**config.mk**
```make
export PLATFORM = sky130hd
export DESIGN_NAME = mem_stage_flat
export DESIGN_NICKNAME = d
export VERILOG_FILES = /design/src/rtl/mem_stage_pkg.sv /design/src/rtl/mem_stage_if.sv /design/src/rtl/mem_stage_data_ram.sv /design/src/rtl/mem_stage.sv /design/src/flat_wrapper.sv
export SDC_FILE = /design/constraint.sdc
export NUM_CORES = 1
export LEC_CHECK = 0
export BUFFER_PORTS_ARGS = -buffer_cell sky130_fd_sc_hd__buf_2
export CORE_MARGIN = 5
export CORE_UTILIZATION = 57
export CTS_CLUSTER_DIAMETER = 200
export CTS_CLUSTER_SIZE = 25
export DETAILED_ROUTE_END_ITERATION = 8
export PLACE_DENSITY = 0.72
export REMOVE_ABC_BUFFERS = 1
export SYNTH_ARGS = -nofsm -noshare
export SYNTH_HDL_FRONTEND = slang
export SYNTH_SLANG_ARGS = --single-unit
```
**constraint.sdc**
```tcl
create_clock -name clk -period 10 [get_ports clk]
set_input_delay 1.5 -clock clk [delete_from_list [all_inputs] [get_ports clk]]
set_output_delay 1.5 -clock clk [all_outputs]
set_load 0.005 [all_outputs]
```
**src/rtl/mem_stage_pkg.sv**
```systemverilog
// Shared CPU widths and pipeline-register layouts for the memory stage.
package mem_stage_pkg;
  localparam int unsigned DATA_W         = 32;
  localparam int unsigned REG_W          = 5;
  localparam int unsigned DEPTH_LOG2_DEF = 5;

  typedef logic [DATA_W-1:0] word_t;
  typedef logic [REG_W-1:0]  regn_t;

  typedef struct packed {
    word_t alu;
    word_t b;
    regn_t rn;
    logic  wreg;
    logic  m2reg;
    logic  wmem;
    logic  valid;
  } exmem_t;

  typedef struct packed {
    word_t alu;
    word_t mo;
    regn_t rn;
    logic  wreg;
    logic  m2reg;
  } memwb_t;
endpackage

```
**src/rtl/mem_stage_if.sv**
```systemverilog
// Execute-side inputs and forwarding/write-back outputs of the memory stage.
interface mem_stage_if;
  import mem_stage_pkg::*;

  word_t ealu;
  word_t eb;
  regn_t ern;
  logic  ewreg;
  logic  em2reg;
  logic  ewmem;
  logic  stall;
  logic  flush;

  word_t malu;
  regn_t mrn;
  logic  mwreg;
  logic  mm2reg;
  regn_t wrn;
  logic  wwreg;
  word_t wdi;
  word_t wmo;
  word_t walu;
  logic  wm2reg;

  modport master (
    output ealu, eb, ern, ewreg, em2reg, ewmem, stall, flush,
    input  malu, mrn, mwreg, mm2reg, wrn, wwreg, wdi, wmo, walu, wm2reg
  );

  modport slave (
    input  ealu, eb, ern, ewreg, em2reg, ewmem, stall, flush,
    output malu, mrn, mwreg, mm2reg, wrn, wwreg, wdi, wmo, walu, wm2reg
  );
endinterface

```
**src/rtl/mem_stage_data_ram.sv**
```systemverilog
// Single-port data RAM: asynchronous read, synchronous write, no reset.
module data_ram
  import mem_stage_pkg::*;
#(
  parameter int unsigned DEPTH_LOG2 = DEPTH_LOG2_DEF
) (
  input  logic                  clk,
  input  logic                  i_we,
  input  logic [DEPTH_LOG2-1:0] i_addr,
  input  word_t                 i_di,
  output word_t                 o_do
);
  word_t r_mem [2**DEPTH_LOG2];

  always_ff @(posedge clk) begin
    if (i_we) r_mem[i_addr] <= i_di;
  end

  assign o_do = r_mem[i_addr];
endmodule

```
**src/rtl/mem_stage.sv**
```systemverilog
// Memory stage: EX/MEM register, data RAM access, MEM/WB register and write-back mux.
module mem_stage
  import mem_stage_pkg::*;
#(
  parameter int unsigned DEPTH_LOG2 = DEPTH_LOG2_DEF
) (
  input logic        clk,
  input logic        clrn,
  mem_stage_if.slave bus
);
  exmem_t                r_em;
  memwb_t                r_mw;
  word_t                 w_ram_do;
  logic                  w_ram_we;
  logic [DEPTH_LOG2-1:0] w_ram_addr;

  always_ff @(posedge clk or negedge clrn) begin
    if (!clrn) begin
      r_em <= '0;
    end else if (!bus.stall) begin
      if (bus.flush) begin
        r_em <= '0;
      end else begin
        r_em <= '{alu: bus.ealu, b: bus.eb, rn: bus.ern, wreg: bus.ewreg,
                  m2reg: bus.em2reg, wmem: bus.ewmem, valid: 1'b1};
      end
    end
  end

  always_ff @(posedge clk or negedge clrn) begin
    if (!clrn) begin
      r_mw <= '0;
    end else if (!bus.stall) begin
      r_mw <= '{alu: r_em.alu, mo: w_ram_do, rn: r_em.rn,
                wreg: r_em.wreg, m2reg: r_em.m2reg};
    end
  end

  // Word index ignores byte offset and upper bits, so addresses wrap.
  assign w_ram_addr = r_em.alu[DEPTH_LOG2+1:2];
  assign w_ram_we   = r_em.wmem & r_em.valid & ~bus.stall;

  data_ram #(.DEPTH_LOG2(DEPTH_LOG2)) u_ram (
    .clk    (clk),
    .i_we   (w_ram_we),
    .i_addr (w_ram_addr),
    .i_di   (r_em.b),
    .o_do   (w_ram_do)
  );

  assign bus.malu   = r_em.alu;
  assign bus.mrn    = r_em.rn;
  assign bus.mwreg  = r_em.wreg;
  assign bus.mm2reg = r_em.m2reg;
  assign bus.walu   = r_mw.alu;
  assign bus.wmo    = r_mw.mo;
  assign bus.wrn    = r_mw.rn;
  assign bus.wwreg  = r_mw.wreg;
  assign bus.wm2reg = r_mw.m2reg;
  assign bus.wdi    = r_mw.m2reg ? r_mw.mo : r_mw.alu;
endmodule

```
**src/flat_wrapper.sv**
```systemverilog
// flat-port wrapper written by rule: the top's interface ports become plain ports
module mem_stage_flat import mem_stage_pkg::*;
#(
  parameter int unsigned DEPTH_LOG2 = DEPTH_LOG2_DEF
)
  (clk, clrn, bus_ealu, bus_eb, bus_ern, bus_ewreg, bus_em2reg, bus_ewmem, bus_stall, bus_flush, bus_malu, bus_mrn, bus_mwreg, bus_mm2reg, bus_wrn, bus_wwreg, bus_wdi, bus_wmo, bus_walu, bus_wm2reg);
  mem_stage_if bus_i ();
  input logic clk;
  input logic clrn;
  input wire logic [$bits(bus_i.ealu)-1:0] bus_ealu;
  input wire logic [$bits(bus_i.eb)-1:0] bus_eb;
  input wire logic [$bits(bus_i.ern)-1:0] bus_ern;
  input wire logic [$bits(bus_i.ewreg)-1:0] bus_ewreg;
  input wire logic [$bits(bus_i.em2reg)-1:0] bus_em2reg;
  input wire logic [$bits(bus_i.ewmem)-1:0] bus_ewmem;
  input wire logic [$bits(bus_i.stall)-1:0] bus_stall;
  input wire logic [$bits(bus_i.flush)-1:0] bus_flush;
  output wire logic [$bits(bus_i.malu)-1:0] bus_malu;
  output wire logic [$bits(bus_i.mrn)-1:0] bus_mrn;
  output wire logic [$bits(bus_i.mwreg)-1:0] bus_mwreg;
  output wire logic [$bits(bus_i.mm2reg)-1:0] bus_mm2reg;
  output wire logic [$bits(bus_i.wrn)-1:0] bus_wrn;
  output wire logic [$bits(bus_i.wwreg)-1:0] bus_wwreg;
  output wire logic [$bits(bus_i.wdi)-1:0] bus_wdi;
  output wire logic [$bits(bus_i.wmo)-1:0] bus_wmo;
  output wire logic [$bits(bus_i.walu)-1:0] bus_walu;
  output wire logic [$bits(bus_i.wm2reg)-1:0] bus_wm2reg;
  assign bus_i.ealu = bus_ealu;
  assign bus_i.eb = bus_eb;
  assign bus_i.ern = bus_ern;
  assign bus_i.ewreg = bus_ewreg;
  assign bus_i.em2reg = bus_em2reg;
  assign bus_i.ewmem = bus_ewmem;
  assign bus_i.stall = bus_stall;
  assign bus_i.flush = bus_flush;
  assign bus_malu = bus_i.malu;
  assign bus_mrn = bus_i.mrn;
  assign bus_mwreg = bus_i.mwreg;
  assign bus_mm2reg = bus_i.mm2reg;
  assign bus_wrn = bus_i.wrn;
  assign bus_wwreg = bus_i.wwreg;
  assign bus_wdi = bus_i.wdi;
  assign bus_wmo = bus_i.wmo;
  assign bus_walu = bus_i.walu;
  assign bus_wm2reg = bus_i.wm2reg;
  mem_stage #(.DEPTH_LOG2(DEPTH_LOG2)) u_core (.clk(clk), .clrn(clrn), .bus(bus_i));
endmodule
```
After elaboration in Yosys (flattened, before gate mapping) --
Memories as Yosys holds them, arrays and structs flattened. A register that Yosys moved wholly into a read port is not among the register bits. Index checks and enable logic that the tools add are counted.
Storage, ports and cells: bits in registers 112, memory bits (writable) 1024, input bits 76, output and inout port bits 142, word-level logic and storage cells 21, memories 1
Memory list:
- u_core.u_ram.r_mem | words 32, width 32, rd ports 1, clocked after memory_dff 1, write ports 1, line mem_stage_data_ram.sv:13 | word_t r_mem [2**DEPTH_LOG2];
Operators by class: muxes and demuxes 4, bitwise logic cells 3, reduce and logical (&&, ||, !) cells 2
Operators by type and width (number):
- $mux 73 | 1
- $mux 32 | 1
- $and 1x1->1 | 2
- $logic_not 1->1 | 2
- $mux 1 | 2
- $not 1->1 | 1

Logic depth before layout (Yosys ltp) --
Gate-level depths: netlist of the first run.
depth in word-level cells 4, gate-level depth with buffers 9, mapped depth without buffers 4

Modules after synthesis --
A second synthesis of the first run with hierarchy kept.
Unflattened totals: cell total of the unflattened synthesis 2613, area total of the unflattened synthesis 45542.4 um2
Modules (own cells, without submodules):
- data_ram | times used 1, cells each 2075, area each 39101.3 um2, sequential area each 30749.5 um2
- mem_stage | times used 1, cells each 538, area each 6441.2 um2, sequential area each 3603.5 um2

Worst setup path after synthesis of the first run --
No wires, ideal clock.
path kind in2reg, start in bus_stall, end mem u_core.u_ram.r_mem[27][0] (netlist bit) (enable), library setup time 0.421 ns, arrival time 3.531 ns, data required time 9.579 ns, path slack 6.048 ns, cell stages on the path 5, path buffers 1, cell sequence clkbuf_1 -> nand3b_1 -> inv_1 -> nand3_1 -> nor2_1
Between the ends: longest elaborated chain between the ends 4
RTL lines:
- from (decl) | line flat_wrapper.sv:16 | input wire logic [$bits(bus_i.stall)-1:0] bus_stall;
- $not 1->1 | line mem_stage.sv:41 | assign w_ram_we = r_em.wmem & r_em.valid & ~bus.stall;
- $and 1x1->1 | line mem_stage.sv:41
- $mux 1 | line mem_stage_data_ram.sv:16 | if (i_we) r_mem[i_addr] <= i_di;
- $mux 1 (implied by the code) | line mem_stage_data_ram.sv:16
- to (decl) | line mem_stage_data_ram.sv:13
No other way between the ends.

==> results of run 1 <==
-- flip-flops by register name (all words and copies together) (netlist names) --
register            count
u_core.u_ram.r_mem   1024
u_core.r_em            34
u_core.bus.malu        32
u_core.bus.walu        32
u_core.bus.wmo         32
u_core.bus.mrn          5
u_core.bus.wrn          5
u_core.bus.mm2reg       1
u_core.bus.mwreg        1
u_core.bus.wm2reg       1
u_core.bus.wwreg        1
-- report_power, final --
group          switching, W  internal (W)
combinational      0.000482      0.000310
sequential         0.000106       0.00540
clock               0.00142       0.00101
total               0.00201       0.00673
-- metrics by stage --
stage	instance area (um^2)	std cells	worst slack [ns]	hold WS [ns]	total power, W
floorplan	44100	2071	-1.71	0.447	0.00608
global placement	47300	3394	5.57	0.460	0.00639
detailed placement	47300	3394	5.50	0.471	0.00641
CTS	48800	3490	5.45	0.493	0.00877
global route	48800	3490	5.03	0.513	0.00900
finish	48800	3491	5.44	0.493	0.00874
-- cells in the mapped netlist (15+ instances only) --
library cell	n
a2111oi_2	15
a22o_1	41
a22oi_1	55
a32oi_1	29
buf_2	37
buf_4	57
clkbuf_1	59
dfrtp_1	144
edfxtp_1	1024
inv_1	31
mux2_2	78
mux2i_1	85
mux4_2	201
nand2_1	73
nand2b_1	69
nor2_1	53
o21ai_0	69
o22ai_1	38
-- critical path: stages, from the launching register on --
cell and delay (ns):
dfrtp_4 0.78, buf_4 0.65, buf_4 0.73, nand4_1 1.22, o22ai_1 0.63, a2111oi_2 0.09
a32oi_1 0.24
-- layer usage --
metal	share of wire (%)	global-route usage (%)
met5	0	0
met4	4.6	9.81
met3	9.1	4.72
met2	48	42.6
met1	38	38.2
-- worst max-delay path by stage --
stage                                    from                                  end  slack (ns)  cells after the start
6_report       u_core.bus.malu[2]$_DFFE_PN0N_       u_core.bus.wmo[26]$_DFFE_PN0N_        5.44                      6
3_3_place_gp   u_core.bus.malu[2]$_DFFE_PN0N_       u_core.bus.wmo[15]$_DFFE_PN0N_        5.57                      6
3_5_place_dp   u_core.bus.malu[2]$_DFFE_PN0N_       u_core.bus.wmo[26]$_DFFE_PN0N_        5.50                      6
2_1_floorplan  u_core.bus.malu[3]$_DFFE_PN0N_  u_core.u_ram.r_mem[22][0]$_DFFE_PP_       -1.71                      2
5_1_grt        u_core.bus.malu[2]$_DFFE_PN0N_       u_core.bus.wmo[26]$_DFFE_PN0N_        5.03                      6
4_1_cts        u_core.bus.malu[2]$_DFFE_PN0N_       u_core.bus.wmo[26]$_DFFE_PN0N_        5.45                      6
-- cells by family after synthesis --
| group | count (synthesis) | share of synthesized area (%) |
|---|---|---|
| DFF | 1168 | 76.2 |
| muxes | 373 | 14.4 |
| AOI/OAI and AO/OA | 267 | 4.42 |
| and+or+nand+nor | 232 | 2.61 |
| buffers and inverters | 200 | 2.36 |
-- layout make-up --
type	count	share of cell area [%]
Clock buffer	95	3.04
Multi-Input combinational cell	872	20.4
Antenna cell	1	0.00513
Inverter	31	0.239
Sequential cell	1168	70.4
Clock inverter	1	0.0180
Tap cell	1050	2.69
Timing Repair Buffer	273	3.18
==> flow_summary_export.csv, run 1 <==
group,metric,value,unit
critical_path,r2r-start,"u_core.bus.malu[2]$_DFFE_PN0N_",
floorplan,dieArea,0.0848,mm^2
routing,postRouteAntennaNets,0,
floorplan,row_count,103,
floorplan,io-pin-count,218,
job,drv_cap,0,
cts,clock_latency,0.64,ns
critical_path,reg2reg_slack,5.44,ns
critical_path,critical_path_required,10.55,ns
place,place.port_buffers,217,
timing,max-slew-margin-rel,7.55,%
critical_path,path_max_fanout,35,
global_routing,track_usage,26.8,%
cts,cts_hold_buf,0,
critical_path,end_kind,"flip-flop",
outcome,outcome,"finished, final reports clean",
yosys,synth_edf_count,1024,
worst_hold_path,min_path_cells,2,
cts,cts_buffers,52,
routing,routed-via-count,23014,
cts,cts_tree,"built",
global_routing,grt_pass1_wl,165,mm
global_routing,grt_antenna_before_repair,2,
yosys,syn-mean-instance-area,20.1,um^2
place,hpwl,71.5,mm
timing,finalSetupTns,0,ns
routing,routed_wl,115,mm
timing,period_minus_slack,4.56,ns
yosys,yosys_warnings,0,
cells_and_area,syn2layout_area_growth,8.22,%
timing,slew_violations,0,
critical_path,r2r_end,"u_core.bus.wmo[26]$_DFFE_PN0N_",
critical_path,reg2reg_depth,6,
floorplan,start_util,57.2,%
cells_and_area,fillers,5409,
floorplan,die_w,291,um
worst_hold_path,hold_class,"reg -> reg",
yosys,ys_async_sr_fraction,12.3,%
routing,dr.pass1.iters,6,
critical_path,critPathLaunchType,"flip-flop",
routing,vias_per_cell,6.59,
yosys,yosysTopAreaCellShare,68.2,%
cells_and_area,drive_gt1_share,27.3,%
cells_and_area,final_common_cell,"edfxtp_1",
timing,worst_slew_pin_slew,1.38,ns
timing,setup_viol,0,
yosys,synth_area,0.0451,mm^2
global_routing,grt_overflow,0,
worst_hold_path,holdPathEnd,"u_core.r_em[19]$_DFFE_PN0N_",
yosys,synth_area_leaders,"edfxtp_1 68%, mux4_2 10%, dfrtp_1 8.0%, mux2_2 1.9%, mux2i_1 1.9%",
critical_path,cp.arrival,5.11,ns
timing,fin_crit_sh,45.6,%
timing,fmax,219,MHz
yosys,synth_area_leader_cell,"edfxtp_1",
place,gp_congestion,0.908,
yosys,ys.flop_type,"edfxtp_1",
critical_path,path_class,"reg -> reg",
cts,htreeDepth,2,
timing,clock_skew,0.0217,ns
cts,clkSinkCount,1168,
global_routing,first_global_vias,22511,
floorplan,core-area,0.0787,mm^2
worst_hold_path,min-delay-start,"u_core.r_em[19]$_DFFE_PN0N_",
cells_and_area,multi_input_area,0.00994,mm^2
yosys,seq_area_frac_synth,76.2,%
yosys,synth-seq-cells,1168,
power,p_leak,15.9,nW
power,peakVddDrop,0.157,mV
floorplan,dieHeight,291,um
cts,clockBufferDepth,3,
global_routing,grt_max_degree,126,
routing,wl_per_cell,33.0,um
cells_and_area,postLayoutCoreUtil,62.0,%
cells_and_area,fin_nets,2474,
timing,grt_setup_unrepaired,"no",
cts,clockRootBuffer,"clkbuf_16",
yosys,ys_types,48,
timing,finalHoldViolations,0,
routing,drc,0,
cts,cts_setup_buffers,0,
power,p_per_area,179,mW/mm^2
yosys,synth_cells,2240,
cells_and_area,regArea,0.0344,mm^2
cells_and_area,final_cell_mix,"1024 x edfxtp_1, 215 x buf_2, 201 x mux4_2",
cts,cts.clk_slew.worst_paths,0.10,ns
cts,cts_resized,0,
routing,initialDrtViolationCount,3174,
Note: power is estimated with default switching activity, not from simulation.
==> inputs of run 2 (changes only) <==
--- a/config.mk
+++ b/config.mk
@@ -5,9 +5,10 @@
 export SDC_FILE = /design/constraint.sdc
 export NUM_CORES = 1
 export LEC_CHECK = 0
+export ABC_AREA = 1
 export BUFFER_PORTS_ARGS = -buffer_cell sky130_fd_sc_hd__buf_2
 export CORE_MARGIN = 5
-export CORE_UTILIZATION = 57
+export CORE_UTILIZATION = 55
 export CTS_CLUSTER_DIAMETER = 200
 export CTS_CLUSTER_SIZE = 25
 export DETAILED_ROUTE_END_ITERATION = 8
==> constraint.sdc (replaced) <==
create_clock -name clk -period 3.74 [get_ports clk]
set_input_delay 0.561 -clock clk [delete_from_list [all_inputs] [get_ports clk]]
set_output_delay 0.561 -clock clk [all_outputs]
set_load 0.005 [all_outputs]
==> run 2 against run 1 <==
Compared with the run above: setup slack lost 4.5 ns; final cell count rose by 70%; sequential cell count unchanged; first-iteration DRC count grew 14%.
==> flow_summary_export.csv, run 2 <==
group,metric,value,unit
cells_and_area,final_common_cell,"nand2_1",
timing,fmax,364,MHz
yosys,synth_area,0.0483,mm^2
timing,finalHoldViolations,0,
critical_path,critical_path_required,3.18,ns
floorplan,die_w,306,um
power,power,0.0236,W
global_routing,grt_busiest_layer,"met2",
yosys,synth_area_leaders,"edfxtp_1 64%, nand2_1 20%, dfrtp_1 7.5%, nand3_1 1.8%, inv_1 1.6%",
cells_and_area,final_cell_mix,"2529 x nand2_1, 1024 x edfxtp_1, 215 x buf_2",
timing,grt_setup_unrepaired,"no",
global_routing,track_usage,25.2,%
routing,routed-via-count,31915,
floorplan,start_util,55.5,%
global_routing,grt_overflow,0,
cts,cts_buffers,52,
cts,clockRootBuffer,"clkbuf_16",
cells_and_area,regMostFlops,"u_core.u_ram.r_mem",
cells_and_area,postLayoutCoreUtil,60.1,%
yosys,yosysMostFrequentCell,"nand2_1",
global_routing,grt_util_met3,3.98,%
critical_path,reg2reg_slack,1.14,ns
global_routing,grt_pass1_wl,183,mm
timing,setup_viol,0,
cts,clkSinkCount,1168,
routing,drc,0,
yosys,ys_types,23,
cts,cts_resized,0,
critical_path,critPathLaunchType,"flip-flop",
critical_path,crit_end,"bus_malu[2]",
cells_and_area,reg.largest.list,"u_core.u_ram.r_mem (1024), u_core.r_em (34)",
critical_path,cp_slowest_cell,"dfrtp_4",
yosys,yosys_warnings,0,
place,hpwl,67.8,mm
routing,initialDrtViolationCount,3632,
critical_path,end_kind,"output port",
place,place.port_buffers,217,
critical_path,path_class,"reg -> out",
critical_path,path_max_fanout,163,
timing,clock_skew,0.0194,ns
timing,fin_crit_sh,73.5,%
cts,clock_latency,0.64,ns
critical_path,max_stage_delay,0.57,ns
cts,cts.clk_slew.worst_paths,0.10,ns
yosys,yosysTopAreaCellShare,63.7,%
floorplan,dieHeight,306,um
timing,max-slew-margin-rel,16.9,%
floorplan,core-area,0.0870,mm^2
yosys,synth_edf_count,1024,
power,p_leak,22.0,nW
critical_path,r2r_end,"u_core.u_ram.r_mem[3][17]$_DFFE_PP_",
routing,postRouteAntennaNets,0,
routing,routed_wl,120,mm
yosys,synth-seq-cells,1168,
global_routing,met2_usage,42.1,%
timing,finalSetupTns,0,ns
cts,cts_tree,"built",
floorplan,io-pin-count,218,
timing,worst_slew_pin_slew,1.25,ns
critical_path,startpoint,"u_core.bus.malu[2]$_DFFE_PN0N_",
yosys,synth_cells,4640,
yosys,seq_area_frac_synth,71.1,%
cells_and_area,drive_gt1_share,8.68,%
global_routing,first_global_vias,30456,
place,gp_congestion,0.812,
critical_path,cp.arrival,2.19,ns
power,peakVddDrop,0.316,mV
cts,clockBufferDepth,3,
floorplan,dieArea,0.0939,mm^2
outcome,outcome,"finished, final reports clean",
critical_path,path_delay_family,"buffers and inverters",
global_routing,grtUsageMet1,34.7,%
critical_path,path_depth,2,
yosys,syn-mean-instance-area,10.4,um^2
cts,cts_hold_buf,0,
timing,period_minus_slack,2.75,ns
cells_and_area,syn2layout_area_growth,8.23,%
cts,cts_setup_buffers,0,
cells_and_area,n_antenna_cell,0,
global_routing,grt_antenna_before_repair,1,
routing,vias_per_cell,5.39,
timing,slew_violations,0,
worst_hold_path,hold_class,"in -> async",
routing,dr.pass1.iters,6,
place,dp.cells,5829,
yosys,synth_area_leader_cell,"edfxtp_1",
cells_and_area,largest_reg_flops,1024,
job,drv_cap,0,
yosys,ys.flop_type,"edfxtp_1",
yosys,ys_async_sr_fraction,12.3,%
routing,wl_per_cell,20.3,um
floorplan,row_count,108,
critical_path,reg2reg_depth,7,
critical_path,r2r-start,"u_core.r_em[0]$_DFFE_PN0N_",
cts,htreeDepth,2,
critical_path,crit_buf_inv,2,
critical_path,crit_chain,"buf_12 > buf_2",
global_routing,grt_max_degree,188,
cells_and_area,fin_cells,5925,
power,p_per_area,452,mW/mm^2
yosys,synth_common_cells,"2529 x nand2_1, 1024 x edfxtp_1, 203 x inv_1",
cells_and_area,fin_nets,4804,
-- run 2: changes by cell type after synthesis, sizes merged, moves of 41 or more --
cell / before / now
nor2: 53 / 129
buf: 110 / 172
mux4: 210 / 0
nand2b: 69 / 0
nand2: 73 / 2529
mux2i: 85 / 0
mux2: 78 / 3
nand3: 3 / 172
a22o: 41 / 0
inv: 31 / 207
a22oi: 55 / 0
-- run 2: area by class of cell --
cell class | instances | area, um^2
Timing Repair Buffer | 304 | 2090
Multi-Input combinational cell | 2993 | 12100
Tap cell | 1155 | 1450
Inverter | 209 | 813
Sequential cell | 1168 | 34400
Clock buffer | 95 | 1480
Clock inverter | 1 | 8.76
Fill cell | 7066 | 34700
-- run 2: worst min-delay path by stage --
| stage | from | to | slack [ns] | cells after the start |
|---|---|---|---|---|
| floorplan | clrn | u_core.bus.malu[0]$_DFFE_PN0N_ | 0.27 | 0 |
| global placement | u_core.bus.wrn[3]$_DFFE_PN0N_ | u_core.bus.wrn[3]$_DFFE_PN0N_ | 0.46 | 2 |
| detailed placement | u_core.bus.wrn[1]$_DFFE_PN0N_ | u_core.bus.wrn[1]$_DFFE_PN0N_ | 0.47 | 2 |
| CTS | clrn | u_core.bus.walu[13]$_DFFE_PN0N_ | 0.04 | 1 |
| global route | clrn | u_core.r_em[30]$_DFFE_PN0N_ | 0.08 | 1 |
| finish | clrn | u_core.bus.malu[13]$_DFFE_PN0N_ | 0.03 | 1 |
-- run 2: layer usage --
layer / part of all wire, % / routed length [um]
met5: 0 / 0
met4: 3.4 / 4080
met3: 8.6 / 10400
met2: 48 / 58200
met1: 40 / 47800
-- run 2: stage by stage --
step                      worst slack, ns  hold WS (ns)  cell area (um^2)
after floorplan                    -16.23         0.265             47000
after global placement              0.802         0.464             50800
after detailed placement            0.798         0.471             50800
after CTS                           0.932        0.0385             52300
after global routing                0.853        0.0780             52300
final                               0.990        0.0301             52300
-- run 2: logic make-up after synthesis --
family	after synthesis	share of synthesized area, %
and+or+nand+nor	2846	22.8
muxes	3	0.0699
AOI/OAI and AO/OA	144	1.61
buffers and inverters	479	4.42
DFF	1168	71.1
-- run 2: where the power goes --
part | internal (W) | switching [W] | total, W | leakage [nW]
clock | 0.00271 | 0.00385 | 0.00656 | 0.707
sequential | 0.0145 | 0.000405 | 0.0149 | 11.2
combinational | 0.000688 | 0.00153 | 0.00222 | 10.2
-- run 2: worst register-to-register path, delay by kind of cell (launching register included) --
kind / cells / cell delay (ns)
and+or+nand+nor: 3 / 0.93
buffers and inverters: 4 / 0.97
DFF: 1 / 0.34
